## src/rtl/audio_spi_sequencer.sv

```systemverilog
// Single SPI master for the audio path: preamp gain, dual-channel ADC capture and
// 1..4 DAC channel writes share one sck/mosi bus under one frame-driven state machine.
module audio_spi_sequencer #(
    parameter int CLK_DIV      = 2,
    parameter int SAMPLE_DIV   = 2000,
    parameter int DAC_CHANNELS = 2
) (
    input  logic        clock,
    input  logic        reset_n,
    input  logic        miso,
    input  logic [1:0]  mode,
    input  logic [47:0] dacin,
    input  logic [3:0]  gaina,
    input  logic [3:0]  gainb,
    input  logic        startgain,
    output logic        sck,
    output logic        mosi,
    output logic        adconv,
    output logic        ampcs,
    output logic        ampshdn,
    output logic        daccs,
    output logic        dacclr,
    output logic        spissb,
    output logic        sf_ce0,
    output logic        fpgainitb,
    output logic [13:0] adca,
    output logic [13:0] adcb,
    output logic        samplevalid,
    output logic        busy,
    output logic        overrun
);
    localparam int CW = $clog2(2 * CLK_DIV);
    localparam int TW = (SAMPLE_DIV > 2) ? $clog2(SAMPLE_DIV) : 1;
    localparam logic [CW-1:0] HALF_CNT  = CW'(CLK_DIV);
    localparam logic [CW-1:0] LAST_CNT  = CW'(2 * CLK_DIV - 1);
    localparam logic [TW-1:0] LAST_TICK = TW'(SAMPLE_DIV - 1);
    localparam logic [1:0]    LAST_CH   = 2'(DAC_CHANNELS - 1);

    typedef enum logic [2:0] {
        ST_INIT = 3'd0, ST_GAIN = 3'd1, ST_IDLE = 3'd2,
        ST_CONV = 3'd3, ST_ADC  = 3'd4, ST_DAC  = 3'd5
    } state_t;

    state_t        state_q, state_d;
    logic [CW-1:0] clk_cnt_q, clk_cnt_d;
    logic [5:0]    per_cnt_q, per_cnt_d;
    logic [1:0]    ch_q, ch_d;
    logic [TW-1:0] timer_q, timer_d;
    logic          pend_q, pend_d;
    logic          overrun_q, overrun_d;
    logic [7:0]    gain_word_q, gain_word_d;
    logic [13:0]   sa_q, sa_d, sb_q, sb_d;
    logic [13:0]   adca_q, adca_d, adcb_q, adcb_d;
    logic          sv_q, sv_d;
    logic [1:0]    mode_q, mode_d;
    logic [47:0]   dacin_q, dacin_d;
    logic          sck_q, sck_d, mosi_q, mosi_d, adconv_q, adconv_d;
    logic          ampcs_q, ampcs_d, daccs_q, daccs_d, dacclr_q, busy_q, busy_d;

    logic          tick_s, per_end_s, sck_hi_s, enter_s, dac_entry_s, adc_sample_s;
    logic [11:0]   dac_code_s;
    logic [31:0]   dac_word_s;
    logic [13:0]   pass_s;

    assign tick_s      = (timer_q == LAST_TICK);
    assign per_end_s   = (clk_cnt_q == LAST_CNT);
    assign sck_hi_s    = (clk_cnt_q >= HALF_CNT);
    assign enter_s     = (state_d != state_q);
    assign dac_entry_s = (state_q == ST_ADC) && (state_d == ST_DAC);
    // miso is taken on the same clock edge that raises the registered sck
    assign adc_sample_s = (state_q == ST_ADC) && (clk_cnt_q == HALF_CNT);

    // State register and all datapath flops.
    always_ff @(posedge clock or negedge reset_n) begin
        if (!reset_n) begin
            state_q     <= ST_INIT;
            clk_cnt_q   <= '0;
            per_cnt_q   <= 6'd0;
            ch_q        <= 2'd0;
            timer_q     <= '0;
            pend_q      <= 1'b0;
            overrun_q   <= 1'b0;
            gain_word_q <= 8'h00;
            sa_q        <= 14'h0000;
            sb_q        <= 14'h0000;
            adca_q      <= 14'h0000;
            adcb_q      <= 14'h0000;
            sv_q        <= 1'b0;
            mode_q      <= 2'b00;
            dacin_q     <= 48'h0;
            sck_q       <= 1'b0;
            mosi_q      <= 1'b0;
            adconv_q    <= 1'b0;
            ampcs_q     <= 1'b1;
            daccs_q     <= 1'b1;
            dacclr_q    <= 1'b0;
            busy_q      <= 1'b1;
        end else begin
            state_q     <= state_d;
            clk_cnt_q   <= clk_cnt_d;
            per_cnt_q   <= per_cnt_d;
            ch_q        <= ch_d;
            timer_q     <= timer_d;
            pend_q      <= pend_d;
            overrun_q   <= overrun_d;
            gain_word_q <= gain_word_d;
            sa_q        <= sa_d;
            sb_q        <= sb_d;
            adca_q      <= adca_d;
            adcb_q      <= adcb_d;
            sv_q        <= sv_d;
            mode_q      <= mode_d;
            dacin_q     <= dacin_d;
            sck_q       <= sck_d;
            mosi_q      <= mosi_d;
            adconv_q    <= adconv_d;
            ampcs_q     <= ampcs_d;
            daccs_q     <= daccs_d;
            dacclr_q    <= 1'b1;
            busy_q      <= busy_d;
        end
    end

    // Next-state logic; a pending gain request wins over a frame tick in IDLE.
    always_comb begin
        state_d = state_q;
        case (state_q)
            ST_INIT: state_d = ST_GAIN;
            ST_GAIN: begin
                if (per_end_s && (per_cnt_q == 6'd8)) state_d = ST_IDLE;
                else                                  state_d = ST_GAIN;
            end
            ST_IDLE: begin
                if (pend_q)      state_d = ST_GAIN;
                else if (tick_s) state_d = ST_CONV;
                else             state_d = ST_IDLE;
            end
            ST_CONV: begin
                if (per_end_s) state_d = ST_ADC;
                else           state_d = ST_CONV;
            end
            ST_ADC: begin
                if (per_end_s && (per_cnt_q == 6'd33)) state_d = ST_DAC;
                else                                   state_d = ST_ADC;
            end
            ST_DAC: begin
                if (per_end_s && (per_cnt_q == 6'd32) && (ch_q == LAST_CH)) state_d = ST_IDLE;
                else                                                        state_d = ST_DAC;
            end
            default: state_d = ST_INIT;
        endcase
    end

    // Counters, request/overrun tracking, ADC shifting and frame-entry sampling.
    always_comb begin
        if (enter_s || (state_q == ST_IDLE) || per_end_s) clk_cnt_d = '0;
        else                                               clk_cnt_d = clk_cnt_q + 1'b1;

        if (enter_s)                                           per_cnt_d = 6'd0;
        else if (per_end_s && (state_q == ST_DAC) && (per_cnt_q == 6'd32)) per_cnt_d = 6'd0;
        else if (per_end_s)                                    per_cnt_d = per_cnt_q + 6'd1;
        else                                                   per_cnt_d = per_cnt_q;

        if (enter_s)                                                         ch_d = 2'd0;
        else if ((state_q == ST_DAC) && per_end_s && (per_cnt_q == 6'd32))   ch_d = ch_q + 2'd1;
        else                                                                 ch_d = ch_q;

        if (tick_s) timer_d = '0;
        else        timer_d = timer_q + 1'b1;

        if (enter_s && (state_d == ST_GAIN)) begin
            pend_d      = 1'b0;
            gain_word_d = {gainb, gaina};
        end else begin
            pend_d      = pend_q | startgain;
            gain_word_d = gain_word_q;
        end

        overrun_d = overrun_q | (tick_s & ((state_q != ST_IDLE) | pend_q));

        if (adc_sample_s && (per_cnt_q >= 6'd2) && (per_cnt_q <= 6'd15)) sa_d = {sa_q[12:0], miso};
        else                                                              sa_d = sa_q;
        if (adc_sample_s && (per_cnt_q >= 6'd18) && (per_cnt_q <= 6'd31)) sb_d = {sb_q[12:0], miso};
        else                                                               sb_d = sb_q;

        sv_d = dac_entry_s;
        if (dac_entry_s) begin
            adca_d  = sa_q;
            adcb_d  = sb_q;
            mode_d  = mode;
            dacin_d = dacin;
        end else begin
            adca_d  = adca_q;
            adcb_d  = adcb_q;
            mode_d  = mode_q;
            dacin_d = dacin_q;
        end
    end

    // DAC code selection: passthrough converts two's complement to offset binary.
    always_comb begin
        if (ch_q[0]) pass_s = adcb_q;
        else         pass_s = adca_q;
        case (mode_q)
            2'b00: dac_code_s = {~pass_s[13], pass_s[12:2]};
            2'b01: begin
                case (ch_q)
                    2'd0:    dac_code_s = dacin_q[11:0];
                    2'd1:    dac_code_s = dacin_q[23:12];
                    2'd2:    dac_code_s = dacin_q[35:24];
                    default: dac_code_s = dacin_q[47:36];
                endcase
            end
            default: dac_code_s = 12'h800;
        endcase
        dac_word_s = {8'h00, 4'b0011, 2'b00, ch_q, dac_code_s, 4'h0};
    end

    // Bus outputs, all registered so every edge lands on an sck-low boundary.
    always_comb begin
        sck_d    = 1'b0;
        mosi_d   = 1'b0;
        adconv_d = 1'b0;
        ampcs_d  = 1'b1;
        daccs_d  = 1'b1;
        case (state_q)
            ST_GAIN: begin
                if (per_cnt_q < 6'd8) begin
                    ampcs_d = 1'b0;
                    sck_d   = sck_hi_s;
                    mosi_d  = gain_word_q[3'd7 - per_cnt_q[2:0]];
                end else begin
                    ampcs_d = 1'b1;
                end
            end
            ST_CONV: adconv_d = 1'b1;
            ST_ADC:  sck_d = sck_hi_s;
            ST_DAC: begin
                if (per_cnt_q < 6'd32) begin
                    daccs_d = 1'b0;
                    sck_d   = sck_hi_s;
                    mosi_d  = dac_word_s[5'd31 - per_cnt_q[4:0]];
                end else begin
                    daccs_d = 1'b1;
                end
            end
            default: sck_d = 1'b0;
        endcase
        busy_d = (state_d != ST_IDLE);
    end

    assign sck         = sck_q;
    assign mosi        = mosi_q;
    assign adconv      = adconv_q;
    assign ampcs       = ampcs_q;
    assign ampshdn     = 1'b0;
    assign daccs       = daccs_q;
    assign dacclr      = dacclr_q;
    assign spissb      = 1'b1;
    assign sf_ce0      = 1'b1;
    assign fpgainitb   = 1'b1;
    assign adca        = adca_q;
    assign adcb        = adcb_q;
    assign samplevalid = sv_q;
    assign busy        = busy_q;
    assign overrun     = overrun_q;
endmodule
```

## config.mk

```make
export PLATFORM = sky130hd
export DESIGN_NAME = audio_spi_sequencer
export DESIGN_NICKNAME = d
export VERILOG_FILES = /design/src/rtl/audio_spi_sequencer.sv
export SDC_FILE = /design/constraint.sdc
export NUM_CORES = 1
export LEC_CHECK = 0
export ABC_AREA = 1
export CORE_MARGIN = 1
export CORE_UTILIZATION = 54
export DETAILED_ROUTE_END_ITERATION = 10
export PLACE_DENSITY = 0.89
export SYNTH_ARGS = -nofsm -noshare
export SYNTH_HDL_FRONTEND = slang
export SYNTH_SLANG_ARGS = --single-unit
```

## constraint.sdc

```tcl
create_clock -name clock -period 2.7 [get_ports clock]
set_clock_uncertainty 0.05 [all_clocks]
set_input_delay 0.54 -clock clock [delete_from_list [all_inputs] [get_ports clock]]
set_output_delay 0.54 -clock clock [all_outputs]
set_load 0.01 [all_outputs]
```

==> results.py <==
metrics = {
    "final_layout": {
        "fillers": 967,
        "syn_to_final_growth_pct": 25.6,
        "design_area_um2": 8770,
        "drive_gt1_share_pct": 8.28,
        "diodes": 0,
        "nNetsFinal": 1025,
    },
    "cts": {
        "cts_root_buffer": "clkbuf_16",
        "clkSinkCount": 148,
        "cts_buffer_depth": 2,
        "cts-buffers-inserted": 17,
        "postCtsSetupBuffers": 0,
        "cts_hold_buffers": 0,
        "clk_latency_ns": 0.43,
        "htree_levels": 4,
        "cts_tree": "built",
        "cts_resized": 0,
        "path_clk_slew_ns": 0.06,
    },
    "yosys": {
        "synthCells": 857,
        "synthArstFlopShare_pct": 100,
        "syn-cell-area_um2": 6980,
        "ys_warn_count": 0,
        "synthTopCellsByArea": "dfrtp_1, nand2_1, o21ai_0",
        "yosysUniqueCellTypes": 40,
        "synth_edf_count": 0,
        "synthTopCellsByCount": "nand2_1, dfrtp_1, o21ai_0, nor2_1, inv_1",
        "seq_area_frac_synth_pct": 53.1,
        "synth_ff_type": "dfrtp_1",
        "yosysMostFrequentCell": "nand2_1",
        "ys_seq_elements": 148,
        "yosysTopAreaCellShare_pct": 52.0,
        "synth_area_per_cell_um2": 8.15,
        "yosys.area.top_type": "dfrtp_1",
    },
    "drt": {
        "ant_nets": 0,
        "firstDrtPassIters": 6,
        "wl_per_cell_um": 15.4,
        "vias": 6026,
        "drc": 0,
        "drt_wl_total_um": 17500,
        "avgViaCountPerCell": 5.30,
        "drtIter0Drc": 510,
    },
    "sta": {
        "maxSlewHeadroom_pct": 58.9,
        "rsz0062_at_grt": "false",
        "finalCritPeriodShare_pct": 82.6,
        "tightest_slew_ns": 0.615,
        "min_period_ns": 2.23,
        "final-hold-violation-count": 0,
        "fmax_mhz": 448,
        "fin_tns_setup_ns": 0,
        "maxSlewViolCount": 0,
        "setup_viol": 0,
    },
    "critical_path": {
        "crit_start": "ch_q[1]",
        "worstRegToRegCells": 14,
        "rr_endpoint": "mosi",
        "end_kind": "register",
        "start_kind": "register",
        "cp.arrival_ns": 2.50,
        "cp_max_fo": 19,
        "crit_type": "reg2reg",
        "cp.required_ns": 2.97,
        "r2r_slack_ns": 0.47,
        "rr_startpoint": "ch_q[1]",
    },
    "flow_run": {
        "drv_cap": 0,
    },
    "global_routing": {
        "grt_use_total_pct": 28.7,
        "grt_pass1_wl_um": 28800,
        "grt_max_degree": 62,
        "grt_overflow_total": 0,
        "grt_pass1_vias": 5910,
        "antenna_found_initial": 0,
    },
    "placement": {
        "globalplace.congestion": 0.930,
        "postPlaceCellArea_um2": 8100,
        "dpl.hpwl_um": 12100,
        "portBuffers": 98,
    },
    "pwr": {
        "p_leak_nw": 4.05,
        "p_per_area_nw_per_um2": 572,
        "irDropWorstVdd_mv": 0.414,
    },
    "floorplanning": {
        "design.core.area_um2": 12600,
        "die_w_um": 116,
        "start_util_pct": 55.3,
        "die_h_um": 116,
        "dieArea_um2": 13400,
        "row_count": 41,
        "io_pins": 103,
    },
    "min_path": {
        "hold_class": "in2async",
    },
    "outcome": {
        "status": "finished clean",
    },
}
-- layout make-up --
| type | instances | area, um^2 | area share [%] |
|---|---|---|---|
| clock inverter | 11 | 198 | 2.25 |
| sequential | 148 | 3710 | 42.3 |
| clock buffer | 20 | 467 | 5.32 |
| inverter | 64 | 240 | 2.74 |
| multi-input combinational | 613 | 2840 | 32.4 |
| tap | 172 | 215 | 2.45 |
| timing repair buffer | 110 | 1100 | 12.5 |
-- how the worst max path moves through the flow --
stage,end,slack (ns)
floorplan,mosi,0.76
global placement,mosi,0.60
detailed placement,mosi,0.52
CTS,mosi,0.51
global route,mosi,0.19
finish,mosi,0.47
-- metal layers --
layer	up-vias	GRT usage (%)	share of wire, %
li1	2884	-	-
met1	2825	36.7	42
met2	269	45.7	47
met3	48	8.58	8.1
met4	0	12.1	2.9
met5	-	0	0
-- critical path, cell delays in order, from the launching register on --
cell      delay, ns
dfrtp_1        0.38
ha_1           0.29
clkinv_1       0.42
nor2_1         0.24
nor2_1         0.06
o21ai_0        0.13
nand2_1        0.09
nand2_1        0.06
nand2_1        0.05
nand2_1        0.08
nand3_1        0.08
nand2_1        0.06
inv_1          0.03
nand2_1        0.05
nand2_1        0.04
-- kinds of logic (layout without fill, tap and decap cells) --
logic type | after synthesis | after routing | share of synthesized area [%]
and+or+nand+nor | 483 | 483 | 29.7
buffers and inverters | 99 | 205 | 6.35
AOI/OAI and AO/OA | 109 | 109 | 8.21
DFF | 148 | 148 | 53.1
adders and majority gates | 9 | 9 | 1.61
xor gates and xnor gates | 7 | 7 | 0.878
other | 2 | 5 | 0.108
-- through the flow --
step                      util, %  worst slack [ns]  power [mW]  hold slack (ns)  std cells
after floorplan                 -             0.757        2.29            0.194        860
after global placement       64.2             0.596        2.42            0.395       1107
after detailed placement     64.2             0.525        2.43            0.398       1107
after CTS                    69.5             0.509        5.05           0.0347       1138
after global routing         69.5             0.187        5.15           0.0471       1138
final                        69.5             0.469        5.01           0.0120       1138
-- cell usage in the layout, fill, tap and decap left out, types with 9 or more instances in the layout --
cell and count:
nand3_1 33, nand4_1 9, o21ai_0 80, clkdlybuf4s50_1 97, inv_1 57, clkbuf_16 17, a21oi_1 17, buf_4 10
dfrtp_1 145, ha_1 9, nor2_1 75, nand2_1 337
-- state kept, by name, indices dropped and copies added (netlist names) --
name,cells
adca,14
adcb,14
adconv,1
ampcs,1
busy,1
ch_q,2
clk_cnt_q,2
dacclr,1
daccs,1
dacin_q,48
gain_word_q,8
mode_q,2
mosi,1
overrun,1
pend_q,1
per_cnt_q,6
sa_q,14
samplevalid,1
sb_q,14
sck,1
state_q,3
timer_q,11
-- report_power, final --
| part | total [mW] | internal [mW] | leakage, nW | switching, mW |
|---|---|---|---|---|
| sequential | 2.23 | 2.23 | 1.72 | 0.00547 |
| clock | 2.63 | 1.71 | 0.323 | 0.914 |
| combinational | 0.153 | 0.0880 | 2.01 | 0.0654 |
No activity file was read; power rests on OpenSTA's default activity.
